`config.mk`:
```
export PLATFORM = sky130hd
export DESIGN_NAME = pos_stream_reader
export DESIGN_NICKNAME = d
export VERILOG_FILES = /design/src/rtl/pos_stream_reader_pkg.sv /design/src/rtl/pos_slot_mux.sv /design/src/rtl/pos_stream_reader.sv
export SDC_FILE = /design/constraint.sdc
export NUM_CORES = 1
export LEC_CHECK = 0
export ABC_AREA = 1
export BUFFER_PORTS_ARGS = -buffer_cell sky130_fd_sc_hd__buf_2
export CORE_MARGIN = 2
export CORE_UTILIZATION = 50
export CTS_BUF_LIST = sky130_fd_sc_hd__clkbuf_16
export DETAILED_ROUTE_END_ITERATION = 6
export PLACE_DENSITY = 0.85
export SKIP_CTS_REPAIR_TIMING = 1
export SLEW_MARGIN = 20
export SYNTH_ARGS = -nofsm -noshare
export SYNTH_HDL_FRONTEND = slang
export SYNTH_SLANG_ARGS = --single-unit
```
`constraint.sdc`:
```
create_clock -name clk -period 1.73 [get_ports clk]
set_input_delay 0.346 -clock clk [delete_from_list [all_inputs] [get_ports clk]]
set_output_delay 0.346 -clock clk [all_outputs]
set_load 0.005 [all_outputs]
```
`src/rtl/pos_stream_reader_pkg.sv`:
```
// ============================================================================
//  Module   : pos_stream_reader_pkg
//  Brief    : Shared sizes and FSM state encoding for the position reader.
//  Revision : 1.0  initial release
// ============================================================================
`default_nettype none

package pos_stream_reader_pkg;

    localparam int ADDR_W = 15;
    localparam int DEPTH  = 16;
    localparam int CNT_W  = 5;
    localparam int IDX_W  = $clog2(DEPTH);

    typedef enum logic [1:0] {
        S_IDLE   = 2'd0,
        S_STREAM = 2'd1,
        S_DONE   = 2'd2
    } state_t;

endpackage

`default_nettype wire

```
`src/rtl/pos_slot_mux.sv`:
```
// ============================================================================
//  Module   : pos_slot_mux
//  Brief    : Selects one address slot from the packed bus; slot 0 is the MSBs.
//  Revision : 1.0  initial release
// ============================================================================
`default_nettype none

module pos_slot_mux
    import pos_stream_reader_pkg::*;
#(
    parameter int SLOT_W    = ADDR_W,
    parameter int NUM_SLOTS = DEPTH,
    parameter int SEL_W     = IDX_W
) (
    input  logic [SLOT_W*NUM_SLOTS-1:0] i_bus,
    input  logic [SEL_W-1:0]            i_idx,
    output logic [SLOT_W-1:0]           o_slot
);

    logic [SLOT_W-1:0] w_slots [NUM_SLOTS];

    generate
        for (genvar g = 0; g < NUM_SLOTS; g++) begin : g_slots
            assign w_slots[g] = i_bus[(NUM_SLOTS-1-g)*SLOT_W +: SLOT_W];
        end
    endgenerate

    assign o_slot = w_slots[i_idx];

endmodule

`default_nettype wire

```
`src/rtl/pos_stream_reader.sv`:
```
// ============================================================================
//  Module   : pos_stream_reader
//  Brief    : Snapshots the packed position bus and streams valid slots out
//             one per valid/ready transfer.
//  Revision : 1.0  initial release
// ============================================================================
`default_nettype none

module pos_stream_reader #(
    parameter int ADDR_W = pos_stream_reader_pkg::ADDR_W,
    parameter int DEPTH  = pos_stream_reader_pkg::DEPTH,
    parameter int CNT_W  = pos_stream_reader_pkg::CNT_W
) (
    input  logic                    clk,
    input  logic                    rst_n,
    input  logic [ADDR_W*DEPTH-1:0] position,
    input  logic                    isMatching,
    input  logic [CNT_W-1:0]        posCount,
    output logic [ADDR_W-1:0]       outAddr,
    output logic [3:0]              outIndex,
    output logic                    outValid,
    input  logic                    outReady,
    output logic                    busy,
    output logic                    done,
    output logic                    dropLoad
);

    import pos_stream_reader_pkg::*;

    localparam int c_IDX_W = 4;

    state_t                    r_state;
    logic [ADDR_W*DEPTH-1:0]   r_shadow;
    logic [c_IDX_W-1:0]        r_idx;
    logic [CNT_W-1:0]          r_cnt;

    logic [CNT_W-1:0]          w_loadCnt;
    logic [c_IDX_W-1:0]        w_nextIdx;
    logic [ADDR_W-1:0]         w_nextAddr;
    logic [ADDR_W-1:0]         w_firstAddr;
    logic                      w_xfer;
    logic                      w_lastXfer;

    assign w_loadCnt   = (posCount > CNT_W'(DEPTH)) ? CNT_W'(DEPTH) : posCount;
    assign w_nextIdx   = r_idx + c_IDX_W'(1);
    assign w_xfer      = outValid && outReady;
    assign w_lastXfer  = (CNT_W'(r_idx) == (r_cnt - CNT_W'(1)));
    // The shadow is not yet written on the load edge, so slot 0 comes from the live bus.
    assign w_firstAddr = position[ADDR_W*DEPTH-1 -: ADDR_W];

    pos_slot_mux #(
        .SLOT_W    (ADDR_W),
        .NUM_SLOTS (DEPTH),
        .SEL_W     (c_IDX_W)
    ) u_slotMux (
        .i_bus  (r_shadow),
        .i_idx  (w_nextIdx),
        .o_slot (w_nextAddr)
    );

    always_ff @(posedge clk or negedge rst_n) begin
        if (!rst_n) begin
            r_state  <= S_IDLE;
            r_shadow <= '0;
            r_idx    <= '0;
            r_cnt    <= '0;
            outAddr  <= '0;
            outIndex <= '0;
            outValid <= 1'b0;
            done     <= 1'b0;
            dropLoad <= 1'b0;
        end else begin
            done     <= 1'b0;
            dropLoad <= isMatching && (r_state != S_IDLE);
            case (r_state)
                S_IDLE: begin
                    if (isMatching) begin
                        r_shadow <= position;
                        r_cnt    <= w_loadCnt;
                        r_idx    <= '0;
                        outIndex <= '0;
                        outAddr  <= w_firstAddr;
                        if (w_loadCnt != '0) begin
                            r_state  <= S_STREAM;
                            outValid <= 1'b1;
                        end else begin
                            r_state  <= S_DONE;
                            done     <= 1'b1;
                        end
                    end
                end
                S_STREAM: begin
                    if (w_xfer) begin
                        if (w_lastXfer) begin
                            r_state  <= S_DONE;
                            outValid <= 1'b0;
                            done     <= 1'b1;
                        end else begin
                            r_idx    <= w_nextIdx;
                            outIndex <= w_nextIdx;
                            outAddr  <= w_nextAddr;
                        end
                    end
                end
                S_DONE: begin
                    r_state <= S_IDLE;
                end
                default: begin
                    r_state  <= S_IDLE;
                    outValid <= 1'b0;
                end
            endcase
        end
    end

    assign busy = (r_state == S_STREAM);

endmodule

`default_nettype wire

```
* Yosys cells after proc, flatten, opt, wreduce, memory -nomap -nowiden
Index checks and enable logic that the tools add are counted.
W data, S select, Z words.
** Storage, ports and cells
- Bits in registers :: 269
** Cells by class
- $add $sub $neg :: 2
- Magnitude comparators :: 2
- Eq/ne operators :: 8
- Multiplexer cells :: 27
- Bitwise gates (word level) :: 2
- Reduce and logical (&&, ||, !) cells :: 10
** Operators by type and width (count)
- $mux W15 :: 5
- $bmux W15 S4 :: 1
- $pmux W15 S2 :: 1
- $mux W4 :: 3
- $mux W1 :: 8
- $mux W2 :: 4
- $pmux W4 S2 :: 1
- $ne A2 B2 Y1 const B :: 3
- $eq A4 B5 Y1 :: 1
- $ge A5 B5 Y1 const B :: 1
- $gt A5 B5 Y1 const B :: 1
- $mux W5 :: 1
- $not A4 Y5 :: 1
- $reduce_and A5 Y1 :: 1
- $reduce_bool A5 Y1 :: 1
- $sub A5 B1 Y5 const B :: 1
- $add A4 B1 Y4 const B :: 1
- $ne A2 B1 Y1 const B :: 2
- $pmux W2 S2 :: 1
- $reduce_and A4 Y1 :: 1
- $reduce_bool A2 Y1 :: 2
- $pmux W1 S3 :: 1
- $reduce_and A3 Y1 :: 1
- $eq A2 B1 Y1 const B :: 1
- 6 further kinds :: 7

* Longest topological paths before layout
Gate-level depths: netlist of the first run.
- Depth in word-level cells :: 8
- Mapped depth :: 13

* By module
A second synthesis of the first run with hierarchy kept.
** Unflattened totals
- Cells, all modules :: 1930
- Area total of the unflattened synthesis :: 13559.3 µm²
** By module, submodules not included
- pos_stream_reader :: instances 1, cells an instance 1203, area an instance 10563.9 µm², seq. area each 6731.5 µm²
- pos_slot_mux :: instances 1, cells an instance 727, area an instance 2995.4 µm², seq. area each 0.0 µm²

* Worst setup path after synthesis of the first run
OpenSTA, ideal clock, no wires.
- Path type :: reg2reg
- Start point :: register r_idx[1]
- End point :: register outAddr[4]
- Setup time :: 0.076 ns
- Arrival time :: 1.634 ns
- Path slack :: 0.020 ns
- Stages on the path, launching flop included :: 11
- Period minus slack after synthesis :: 1.710 ns
- Cell sequence :: dfrtp_1 -> ha_1 -> buf_2 -> inv_2 -> clkbuf_1 -> nand3_1 -> nand3_1 -> nand2_1 -> nor2_1 -> nor2_1 -> o21ai_1
** Between the ends
- Cells in the longest elaborated chain, start to end :: 8
- Elaborated cells on any way between the ends :: 11
- Classes of those cells :: add/sub: 1; eq/ne: 2; mux: 6; bitwise: 1; reduce/logical: 1
** Ends and longest elaborated chain
- start: declaration :: line pos_stream_reader.sv:34 : logic [c_IDX_W-1:0] r_idx;
- start signal: assignment :: line pos_stream_reader.sv:99 : r_idx <= w_nextIdx;
- $add A4 B1 Y4 :: line pos_stream_reader.sv:45 : assign w_nextIdx = r_idx + c_IDX_W'(1);
- $not A4 Y5 (implied by the code) :: line pos_slot_mux.sv:28 : assign o_slot = w_slots[i_idx];
- $bmux W15 S4 :: line pos_slot_mux.sv:28
- $mux W15 (implied by the code) (2 in series) :: line pos_slot_mux.sv:28
- $mux W15 :: line pos_stream_reader.sv:94 : if (w_lastXfer) begin
- $mux W15 :: line pos_stream_reader.sv:93 : if (w_xfer) begin
- $pmux W15 S2 :: line pos_stream_reader.sv:75 : case (r_state)
- end signal: assignment :: line pos_stream_reader.sv:82 : outAddr <= w_firstAddr;
- end signal: assignment :: line pos_stream_reader.sv:101 : outAddr <= w_nextAddr;
- end: declaration :: line pos_stream_reader.sv:19 : output logic [ADDR_W-1:0] outAddr,
Several ways; a longest one is shown, not always the timed one. The select of a mux whose other input is x is not followed.
A chain may end at the register's enable or synchronous reset.

* Final worst setup path of the first run
- Start point :: register r_idx[0]
- End point :: register outAddr[1]
The elaborated chain is that of the path after synthesis.

==> results.json, run 1 <==
{
  "via_per_inst": 5.56,
  "achievable-frequency_mhz": 530,
  "power_leakage_nw": 8.66,
  "grt.overflow.total": 0,
  "cp_max_fo": 6,
  "required_ns": 2.20,
  "dpl.hpwl_mm": 29.8,
  "totalPowerFinal_w": 0.0131,
  "top_cells_by_area_in_the_synthesized_netlist": "sky130_fd_sc_hd__dfrtp_1, sky130_fd_sc_hd__nand2_1, sky130_fd_sc_hd__o21ai_0",
  "portbufs": 271,
  "fillcell_total": 2069,
  "antennaDiodeCount": 0,
  "post_drt_wl_per_cell_um": 18.3,
  "synthesis.nets": 2016,
  "cts.reportedPaths.clkPinSlew_ns": 0.06,
  "layout.cells.most_common": "sky130_fd_sc_hd__nand2_1",
  "cts_tree": "done",
  "post_synth.cell_area_avg_um2": 7.44,
  "most_frequent_cells_in_the_layout": "sky130_fd_sc_hd__nand2_1, sky130_fd_sc_hd__buf_2, sky130_fd_sc_hd__dfrtp_1",
  "timing.final.setup_violations": 18,
  "finalNonFillerCells": 2384,
  "hp-class": "in -> reg",
  "route.vias.total": 13200,
  "cts_inserted_buffers": 28,
  "setup-tns-final_ns": -1.60,
  "outcome": "finished with violations",
  "worstSetupPathType": "reg -> reg",
  "stdcell_area_mm2": 0.0168,
  "drtIter0Drc": 1718,
  "drc": 0,
  "die_h_um": 166,
  "cp_slowest_stage_delay_ns": 0.51,
  "multi_input_area_mm2": 0.00544,
  "place_area_mm2": 0.0151,
  "slew_violations": 0,
  "nets": 2278,
  "timing.critical_path.from_type": "flop",
  "initial_util_pct": 50.7,
  "cts.htree.levels": 1,
  "violations": "hold timing, setup timing",
  "maximum_resistive_drop_on_vdd_v": 0.000641,
  "antenna_found_initial": 0,
  "chipWidth_um": 166,
  "fin_ws_ns": -0.156,
  "worst_clock_skew_ns": 0.0119,
  "first_global_vias": 12200,
  "postSynthCellCount": 1765,
  "setup.reg_to_reg.worst_slack_ns": -0.16,
  "place_congestion": 0.945,
  "rows": 59,
  "clock_path_buffers": 3,
  "transition_at_the_pin_with_the_smallest_max_transition_slack_ns": 0.562,
  "ys_ff_latch": 269,
  "cp_data_arrival_time_ns": 2.36,
  "timing.critical_path.cells": "ha_4, buf_6, clkbuf_16, o21ai_2, o21ai_1, nor2_2, nor2_2, nor2_1, o21ai_1",
  "synthToLayoutAreaGrowth_pct": 27.8,
  "ys_types": 27,
  "critPathCaptureType": "flop",
  "cap_violations": 0,
  "post-synth-top-area-cell": "sky130_fd_sc_hd__dfrtp_1",
  "place.detailed.instances": 2314,
  "finalCritPeriodShare_pct": 109,
  "highest_delay_cell_along_the_critical_path": "sky130_fd_sc_hd__dfrtp_4",
  "synth_async_sr_flop_share_pct": 100,
  "grt_setup_unrepaired": "true",
  "crit_buf_inv": 2,
  "synth-edff-count": 0,
  "postSynth.topFlopCell": "sky130_fd_sc_hd__dfrtp_1",
  "seq_area_frac_synth_pct": 51.3,
  "synthesis.area_mm2": 0.0131,
  "cp_top_family": "flip-flops",
  "final_period_minus_worst_setup_slack_ns": 1.89,
  "insertion_delay_ns": 0.55,
  "antenna_violating_nets_post_route": 0,
  "timing.final.hold_violations": 13,
  "routed_wl_mm": 43.6,
  "netlist.area_leader.share_pct": 51.3,
  "ctsRootBufferMaster": "sky130_fd_sc_hd__clkbuf_16",
  "i_o_pin_count": 272,
  "synthesis.yosys.warnings": 0,
  "grt_start_max_net_pins": 66,
  "grt_pass1_wl_mm": 64.5,
  "die-area_mm2": 0.0276,
  "clkSinkCount": 269,
  "register_area_mm2": 0.00674,
  "core_footprint_mm2": 0.0259,
  "hold_slack_ns": -0.0104,
  "p_per_area_mw_per_mm2": 782,
  "drt_pass1_iterations": 6,
  "grt_util_all_layers_pct": 29.3,
  "layout-drive-gt1-share_pct": 23.3,
  "worst_rel_slew_slack_pct": 62.4
}
-- state kept, by name, indices dropped and copies added, names as in the netlist --
name	flops
done	1
dropLoad	1
outAddr	15
outValid	1
r_cnt	5
r_idx	4
r_shadow	240
r_state	2
-- path summary, 6_finish.rpt --
path / from / to / depth (start not counted)
min in group asynchronous: rst_n / r_shadow[154] / 2
worst max register to register: r_idx[0] / outAddr[1] / 9
worst min register to register: r_shadow[38] / r_shadow[38] / 2
worst max-delay path: r_idx[0] / outAddr[1] / 9
max in group asynchronous: rst_n / r_idx[2] / 3
worst min-delay path: position[45] / r_shadow[45] / 3
-- Yosys cell counts (all sizes together), types with 2 or more instances --
library cell	instances
inv	216
o21ai	247
xor2	2
o22ai	2
dfrtp	269
nor2	106
nand3	173
clkbuf	34
and3	2
nand2	635
buf	75
ha	2
-- kinds of logic after synthesis --
group,after synthesis,synth area share (%)
xor gates and xnor gates,3,0.257
and+or+nand+nor,917,28.4
adders and majority gates,2,0.191
AOI/OAI and AO/OA,249,9.51
DFF,269,51.3
buffers and inverters,325,10.4
-- area by class of cell --
| type | count | share of cell area, % |
|---|---|---|
| tap | 335 | 2.50 |
| timing repair buffer | 340 | 14.2 |
| clock buffer | 29 | 4.33 |
| sequential | 269 | 40.2 |
| multi-input combinational | 1171 | 32.4 |
| inverter | 216 | 4.97 |
| clock inverter | 23 | 1.42 |
| timing repair inverter | 1 | 0.0522 |
-- through the flow --
stage,setup slack [ns],util [%]
2_1_floorplan,0.0198,-
6_report,-0.156,64.7
5_1_grt,-0.230,64.7
3_5_place_dp,-0.290,58.2
4_1_cts,-0.318,61.9
3_3_place_gp,-0.241,58.2
-- report_power, final --
group | internal, W | switching (W)
Combinational | 0.000234 | 0.000264
Sequential | 0.00629 | 0.000000184
Clock | 0.00377 | 0.00255
-- metal layers --
layer  vias up  wire, µm  GRT usage (%)
met5         -         0              0
met4         0      2470           14.0
met3       158      4220           4.72
met2       868     20400           46.9
met1      6238     16500           39.4
li1       5982         -              -
-- tightest hold or removal path, cell delays in order --
cell and delay (ns):
sky130_fd_sc_hd__buf_2 0.07, sky130_fd_sc_hd__nand2_1 0.04, sky130_fd_sc_hd__nand2_1 0.04
No activity file was read; power rests on OpenSTA's default activity.
==> inputs of run 2 (changes only) <==
--- a/config.mk
+++ b/config.mk
@@ -11,7 +11,7 @@
 export CORE_UTILIZATION = 50
 export CTS_BUF_LIST = sky130_fd_sc_hd__clkbuf_16
 export DETAILED_ROUTE_END_ITERATION = 6
-export PLACE_DENSITY = 0.85
+export PLACE_DENSITY = 0.82
 export SKIP_CTS_REPAIR_TIMING = 1
 export SLEW_MARGIN = 20
 export SYNTH_ARGS = -nofsm -noshare
==> results.json, run 2 (synthesis results as in run 1) <==
{
  "outcome": "finished with violations",
  "violations": "hold timing, setup timing",
  "place_congestion": 0.893,
  "highest_delay_cell_along_the_critical_path": "sky130_fd_sc_hd__dfrtp_4",
  "route.layer.met1.wl_mm": 16.7,
  "cp_slowest_stage_delay_ns": 0.51,
  "antenna_found_initial": 0,
  "synthToLayoutAreaGrowth_pct": 25.2,
  "timing.final.hold_violations": 2,
  "crit_buf_inv": 3,
  "timing.final.setup_violations": 20,
  "whs_path_depth": 3,
  "chipWidth_um": 166,
  "dpl.hpwl_mm": 28.9,
  "biggestRegsByFlops": "r_shadow x240, outAddr x15, r_cnt x5",
  "multi_input_area_mm2": 0.00522,
  "drtIter0Drc": 1605,
  "hold_path.startpoint": "position[29]",
  "portbufs": 271,
  "antenna_violating_nets_post_route": 0,
  "totalPowerFinal_w": 0.0127,
  "cap_violations": 0,
  "maximum_resistive_drop_on_vdd_v": 0.000690,
  "rr_startpoint": "r_idx[0]",
  "holdPathEnd": "r_shadow[29]",
  "routed_wl_mm": 41.9,
  "grt_start_max_net_pins": 95,
  "most_flops_register": "r_shadow",
  "drc": 0,
  "i_o_pin_count": 272,
  "die_h_um": 166,
  "grt_util_all_layers_pct": 28.3,
  "setup-tns-final_ns": -1.67,
  "dp_worst_setup_slack_ns": -0.216,
  "nets": 2271,
  "largest_reg_flops": 240,
  "timing.critical_path.from_type": "flop",
  "transition_at_the_pin_with_the_smallest_max_transition_slack_ns": 0.639,
  "met2_length_mm": 19.2,
  "initial_util_pct": 50.7,
  "antennaDiodeCount": 0,
  "stdcell_area_mm2": 0.0164,
  "via_per_inst": 5.40,
  "critPathCaptureType": "flop",
  "ff2ff_path_depth": 10,
  "detailroute.wirelength.met3_mm": 3.68,
  "final_period_minus_worst_setup_slack_ns": 1.94,
  "fin_ws_ns": -0.206,
  "ctsRootBufferMaster": "sky130_fd_sc_hd__clkbuf_16",
  "cts.reportedPaths.clkPinSlew_ns": 0.07,
  "layout.cells.most_common": "sky130_fd_sc_hd__nand2_1",
  "route.top_layer_used": "met4",
  "hold_slack_ns": -0.00190,
  "grt.overflow.total": 0,
  "insertion_delay_ns": 0.54,
  "grt_pass1_wl_mm": 62.8,
  "clock_path_buffers": 3,
  "cts_inserted_buffers": 28,
  "cp_num_cells": 10,
  "route.vias.total": 12800,
  "grt_setup_unrepaired": "true",
  "worst_clock_skew_ns": 0.00982,
  "hp-class": "in -> reg",
  "cts.htree.levels": 1,
  "place_area_mm2": 0.0150,
  "clkSinkCount": 269,
  "critical_path.reg2reg.endpoint": "outAddr[12]",
  "achievable-frequency_mhz": 517,
  "first_global_vias": 12100,
  "required_ns": 2.16,
  "worstSetupPathType": "reg -> reg",
  "cp_data_arrival_time_ns": 2.37,
  "fillcell_total": 2203,
  "cp_max_fo": 9,
  "path_common_cell": "sky130_fd_sc_hd__nand3_2",
  "rows": 59,
  "slew_violations": 0,
  "layout-drive-gt1-share_pct": 20.9,
  "post_drt_wl_per_cell_um": 17.7,
  "die-area_mm2": 0.0276,
  "drt_pass1_iterations": 6,
  "cts_tree": "done",
  "setup.reg_to_reg.worst_slack_ns": -0.21,
  "p_per_area_mw_per_mm2": 775,
  "worst_rel_slew_slack_pct": 57.3,
  "most_frequent_cells_in_the_layout": "sky130_fd_sc_hd__nand2_1, sky130_fd_sc_hd__buf_2, sky130_fd_sc_hd__dfrtp_1",
  "power_leakage_nw": 8.63,
  "core_footprint_mm2": 0.0259,
  "timing.critical_path.cells": "ha_4, inv_6, buf_12, buf_4, nand3_1, nand3_2, nand3_2, nand2_1, nor2_2, o21ai_2",
  "finalCritPeriodShare_pct": 112,
  "cp_top_family": "simple AND/OR/NAND/NOR gates",
  "register_area_mm2": 0.00674
}
[run 2: cell count changes in the layout (fill, tap and decap cells not counted), sizes merged]
cell and change:
buf -14, clkbuf +5, clkinv +4, inv -3, bufinv -2, clkinvlp -1, dlygate4sd3 +1, nand2 +1
[run 2: routing by layer]
layer  vias to the layer above  GRT usage, %
met3                       143          4.46
met1                      5975          38.6
met5                         -             0
met4                         0          14.4
met2                       734          44.3
li1                       5962             -
[run 2: stage by stage]
stage | cells | util (%)
final | 2375 | 63.4
after global routing | 2375 | 63.4
after CTS | 2359 | 61.2
after detailed placement | 2309 | 57.7
after global placement | 2309 | 57.7
after floorplan | 1765 | -
[run 2: worst max path at each step]
| stage | start | slack, ns | endpoint |
|---|---|---|---|
| 2_1_floorplan | r_idx[1] | 0.02 | outAddr[4] |
| 3_3_place_gp | r_idx[0] | -0.20 | outAddr[12] |
| 3_5_place_dp | r_idx[0] | -0.22 | outAddr[11] |
| 4_1_cts | r_idx[0] | -0.25 | outAddr[11] |
| 5_1_grt | r_idx[0] | -0.25 | outAddr[12] |
| 6_report | r_idx[0] | -0.21 | outAddr[12] |
[run 2: tightest hold or removal path: stages]
cell and delay (ns):
sky130_fd_sc_hd__buf_2 0.07, sky130_fd_sc_hd__nand2_1 0.04, sky130_fd_sc_hd__nand2_1 0.04
[run 2: power breakdown]
group | internal (W) | total [W] | switching, W
registers | 0.00629 | 0.00629 | 0.000000234
clock network | 0.00347 | 0.00597 | 0.00250
logic | 0.000222 | 0.000470 | 0.000248
total | 0.00999 | 0.0127 | 0.00275
[run 2: layout make-up]
type	count	area share (%)
flip-flops and latches	269	41.0
multi-input cells	1172	31.7
repair buffers	332	14.0
inverters	216	5.12
clock buffers	29	4.42
well taps	335	2.55
clock inverters	21	1.11
repair inverters	1	0.0533
==> inputs of run 3 (changes only) <==
--- a/config.mk
+++ b/config.mk
@@ -9,8 +9,9 @@
 export BUFFER_PORTS_ARGS = -buffer_cell sky130_fd_sc_hd__buf_2
 export CORE_MARGIN = 2
 export CORE_UTILIZATION = 50
-export CTS_BUF_LIST = sky130_fd_sc_hd__clkbuf_16
+export CTS_BUF_LIST = sky130_fd_sc_hd__clkbuf_4 sky130_fd_sc_hd__clkbuf_8
 export DETAILED_ROUTE_END_ITERATION = 6
+export MAX_ROUTING_LAYER = met4
 export PLACE_DENSITY = 0.82
 export SKIP_CTS_REPAIR_TIMING = 1
 export SLEW_MARGIN = 20
==> results.json, run 3 (synthesis results as in run 1) <==
{
  "hold_path.startpoint": "position[21]",
  "hp-class": "in -> reg",
  "power_leakage_nw": 8.66,
  "final_core_utilization_pct": 63.4,
  "final_period_minus_worst_setup_slack_ns": 1.88,
  "violations": "setup timing",
  "drt_pass1_iterations": 6,
  "place_congestion": 0.916,
  "portbufs": 271,
  "place.detailed.instances": 2311,
  "critPathCaptureType": "flop",
  "ctsRootBufferMaster": "sky130_fd_sc_hd__clkbuf_8",
  "grt_util_all_layers_pct": 29.1,
  "p_per_area_mw_per_mm2": 754,
  "cts.htree.levels": 2,
  "routed_wl_mm": 40.7,
  "post_drt_wl_per_cell_um": 16.9,
  "antenna_violating_nets_post_route": 0,
  "outcome": "finished with violations",
  "biggestRegsByFlops": "r_shadow x240, outAddr x15, r_cnt x5",
  "die-area_mm2": 0.0276,
  "required_ns": 2.16,
  "largest_reg_flops": 240,
  "rows": 59,
  "insertion_delay_ns": 0.54,
  "grt.met1_usage_pct": 39.0,
  "combPwrFrac_pct": 3.8,
  "layout-drive-gt1-share_pct": 22.7,
  "place_area_mm2": 0.0150,
  "maximum_resistive_drop_on_vdd_v": 0.000512,
  "worstSetupPathType": "reg -> reg",
  "clkSinkCount": 269,
  "via_per_inst": 5.28,
  "worst_rel_slew_slack_pct": 74.3,
  "grt_start_max_net_pins": 92,
  "cts_tree": "done",
  "finalCritPeriodShare_pct": 109,
  "grt.met3_usage_pct": 4.84,
  "layout.cells.most_common": "sky130_fd_sc_hd__nand2_1",
  "whs_path_depth": 3,
  "transition_at_the_pin_with_the_smallest_max_transition_slack_ns": 0.385,
  "switching_pwr_w": 0.00273,
  "timing.final.setup_violations": 20,
  "cp_data_arrival_time_ns": 2.31,
  "most_flops_register": "r_shadow",
  "most_frequent_cells_in_the_layout": "sky130_fd_sc_hd__nand2_1, sky130_fd_sc_hd__buf_2, sky130_fd_sc_hd__dfrtp_1",
  "cts_inserted_buffers": 43,
  "dpl.hpwl_mm": 28.8,
  "stdcell_area_mm2": 0.0164,
  "die_h_um": 166,
  "i_o_pin_count": 272,
  "route.vias.total": 12700,
  "finalNonFillerCells": 2406,
  "cp_max_fo": 11,
  "globalRoute.busiestLayer": "met2",
  "totalPowerFinal_w": 0.0124,
  "cap_violations": 0,
  "first_global_vias": 11900,
  "core_footprint_mm2": 0.0259,
  "critical_path.reg2reg.endpoint": "outAddr[0]",
  "antenna_found_initial": 0,
  "cts.reportedPaths.clkPinSlew_ns": 0.07,
  "drc": 0,
  "timing.critical_path.from_type": "flop",
  "fin_ws_ns": -0.149,
  "ff2ff_path_depth": 9,
  "slew_violations": 0,
  "rr_startpoint": "r_idx[0]",
  "holdPathEnd": "r_shadow[21]",
  "setup.reg_to_reg.worst_slack_ns": -0.15,
  "achievable-frequency_mhz": 532,
  "grt_pass1_wl_mm": 62.2,
  "grt.met2_usage_pct": 44.2,
  "timing.final.hold_violations": 0,
  "power.switching_fraction_pct": 22.0,
  "drtIter0Drc": 1469,
  "initial_util_pct": 50.7,
  "nets": 2291,
  "grt_setup_unrepaired": "true",
  "intPower_w": 0.00965,
  "grt.overflow.total": 0,
  "synthToLayoutAreaGrowth_pct": 25.1,
  "p_seq_share_pct": 50.9,
  "clock_path_buffers": 3,
  "power.share.clock_pct": 45.3,
  "chipWidth_um": 166,
  "worst_clock_skew_ns": 0.0162,
  "antennaDiodeCount": 0
}
-- run 3: changes by cell type in the layout (fill, tap and decap cells not counted), sizes merged --
cell / change
dlygate4sd3: +3
clkinv: -8
clkinvlp: -2
bufinv: -3
inv: -1
clkbuf: +36
nand2: +1
buf: +5
-- run 3: worst max path at each step --
stage / depth (start not counted) / startpoint / endpoint / slack (ns)
floorplan: 10 / r_idx[1] / outAddr[4] / 0.02
global route: 9 / r_idx[0] / outAddr[0] / -0.19
CTS: 8 / r_idx[0] / outAddr[2] / -0.20
detailed placement: 8 / r_idx[0] / outAddr[2] / -0.21
global placement: 8 / r_idx[0] / outAddr[2] / -0.17
finish: 9 / r_idx[0] / outAddr[0] / -0.15
-- run 3: worst max-delay path, stage by stage, from the launching register on --
cell	delay [ns]
sky130_fd_sc_hd__dfrtp_4	0.52
sky130_fd_sc_hd__ha_4	0.35
sky130_fd_sc_hd__inv_6	0.07
sky130_fd_sc_hd__clkbuf_16	0.18
sky130_fd_sc_hd__nand3_1	0.11
sky130_fd_sc_hd__nand3_1	0.15
sky130_fd_sc_hd__nand3_1	0.12
sky130_fd_sc_hd__nand2_1	0.10
sky130_fd_sc_hd__nor2_1	0.11
sky130_fd_sc_hd__o21ai_1	0.06
-- run 3: metrics by stage --
stage	setup slack [ns]	setup TNS, ns	hold slack (ns)
4_1_cts	-0.201	-2.81	-0.302
5_1_grt	-0.185	-2.55	0.000891
3_5_place_dp	-0.209	-2.31	0.271
3_3_place_gp	-0.166	-1.94	0.271
2_1_floorplan	0.0198	0	0.0504
6_report	-0.149	-1.26	0.00761
-- run 3: layout make-up --
| cell class | instances | area, µm² |
|---|---|---|
| timing repair buffer | 336 | 2280 |
| timing repair inverter | 1 | 8.76 |
| sequential | 269 | 6740 |
| multi-input combinational | 1173 | 5260 |
| tap | 335 | 419 |
| clock buffer | 69 | 856 |
| clock inverter | 7 | 35.0 |
| inverter | 216 | 833 |
| fill | 2221 | 9490 |
-- run 3: power groups by stage --
stage / combinational [W] / clock, W / sequential, W
after floorplan: 0.0000123 / 0 / 0.00641
after global placement: 0.000465 / 0 / 0.00641
after detailed placement: 0.000470 / 0 / 0.00641
after CTS: 0.000473 / 0.00567 / 0.00629
after global routing: 0.000533 / 0.00596 / 0.00629
final: 0.000475 / 0.00561 / 0.00629
-- run 3: per-layer routing --
layer | vias up | wire (µm)
met2 | 668 | 18700
met3 | 115 | 3410
met4 | 0 | 1920
met5 | - | 0
li1 | 6010 | -
met1 | 5914 | 16700
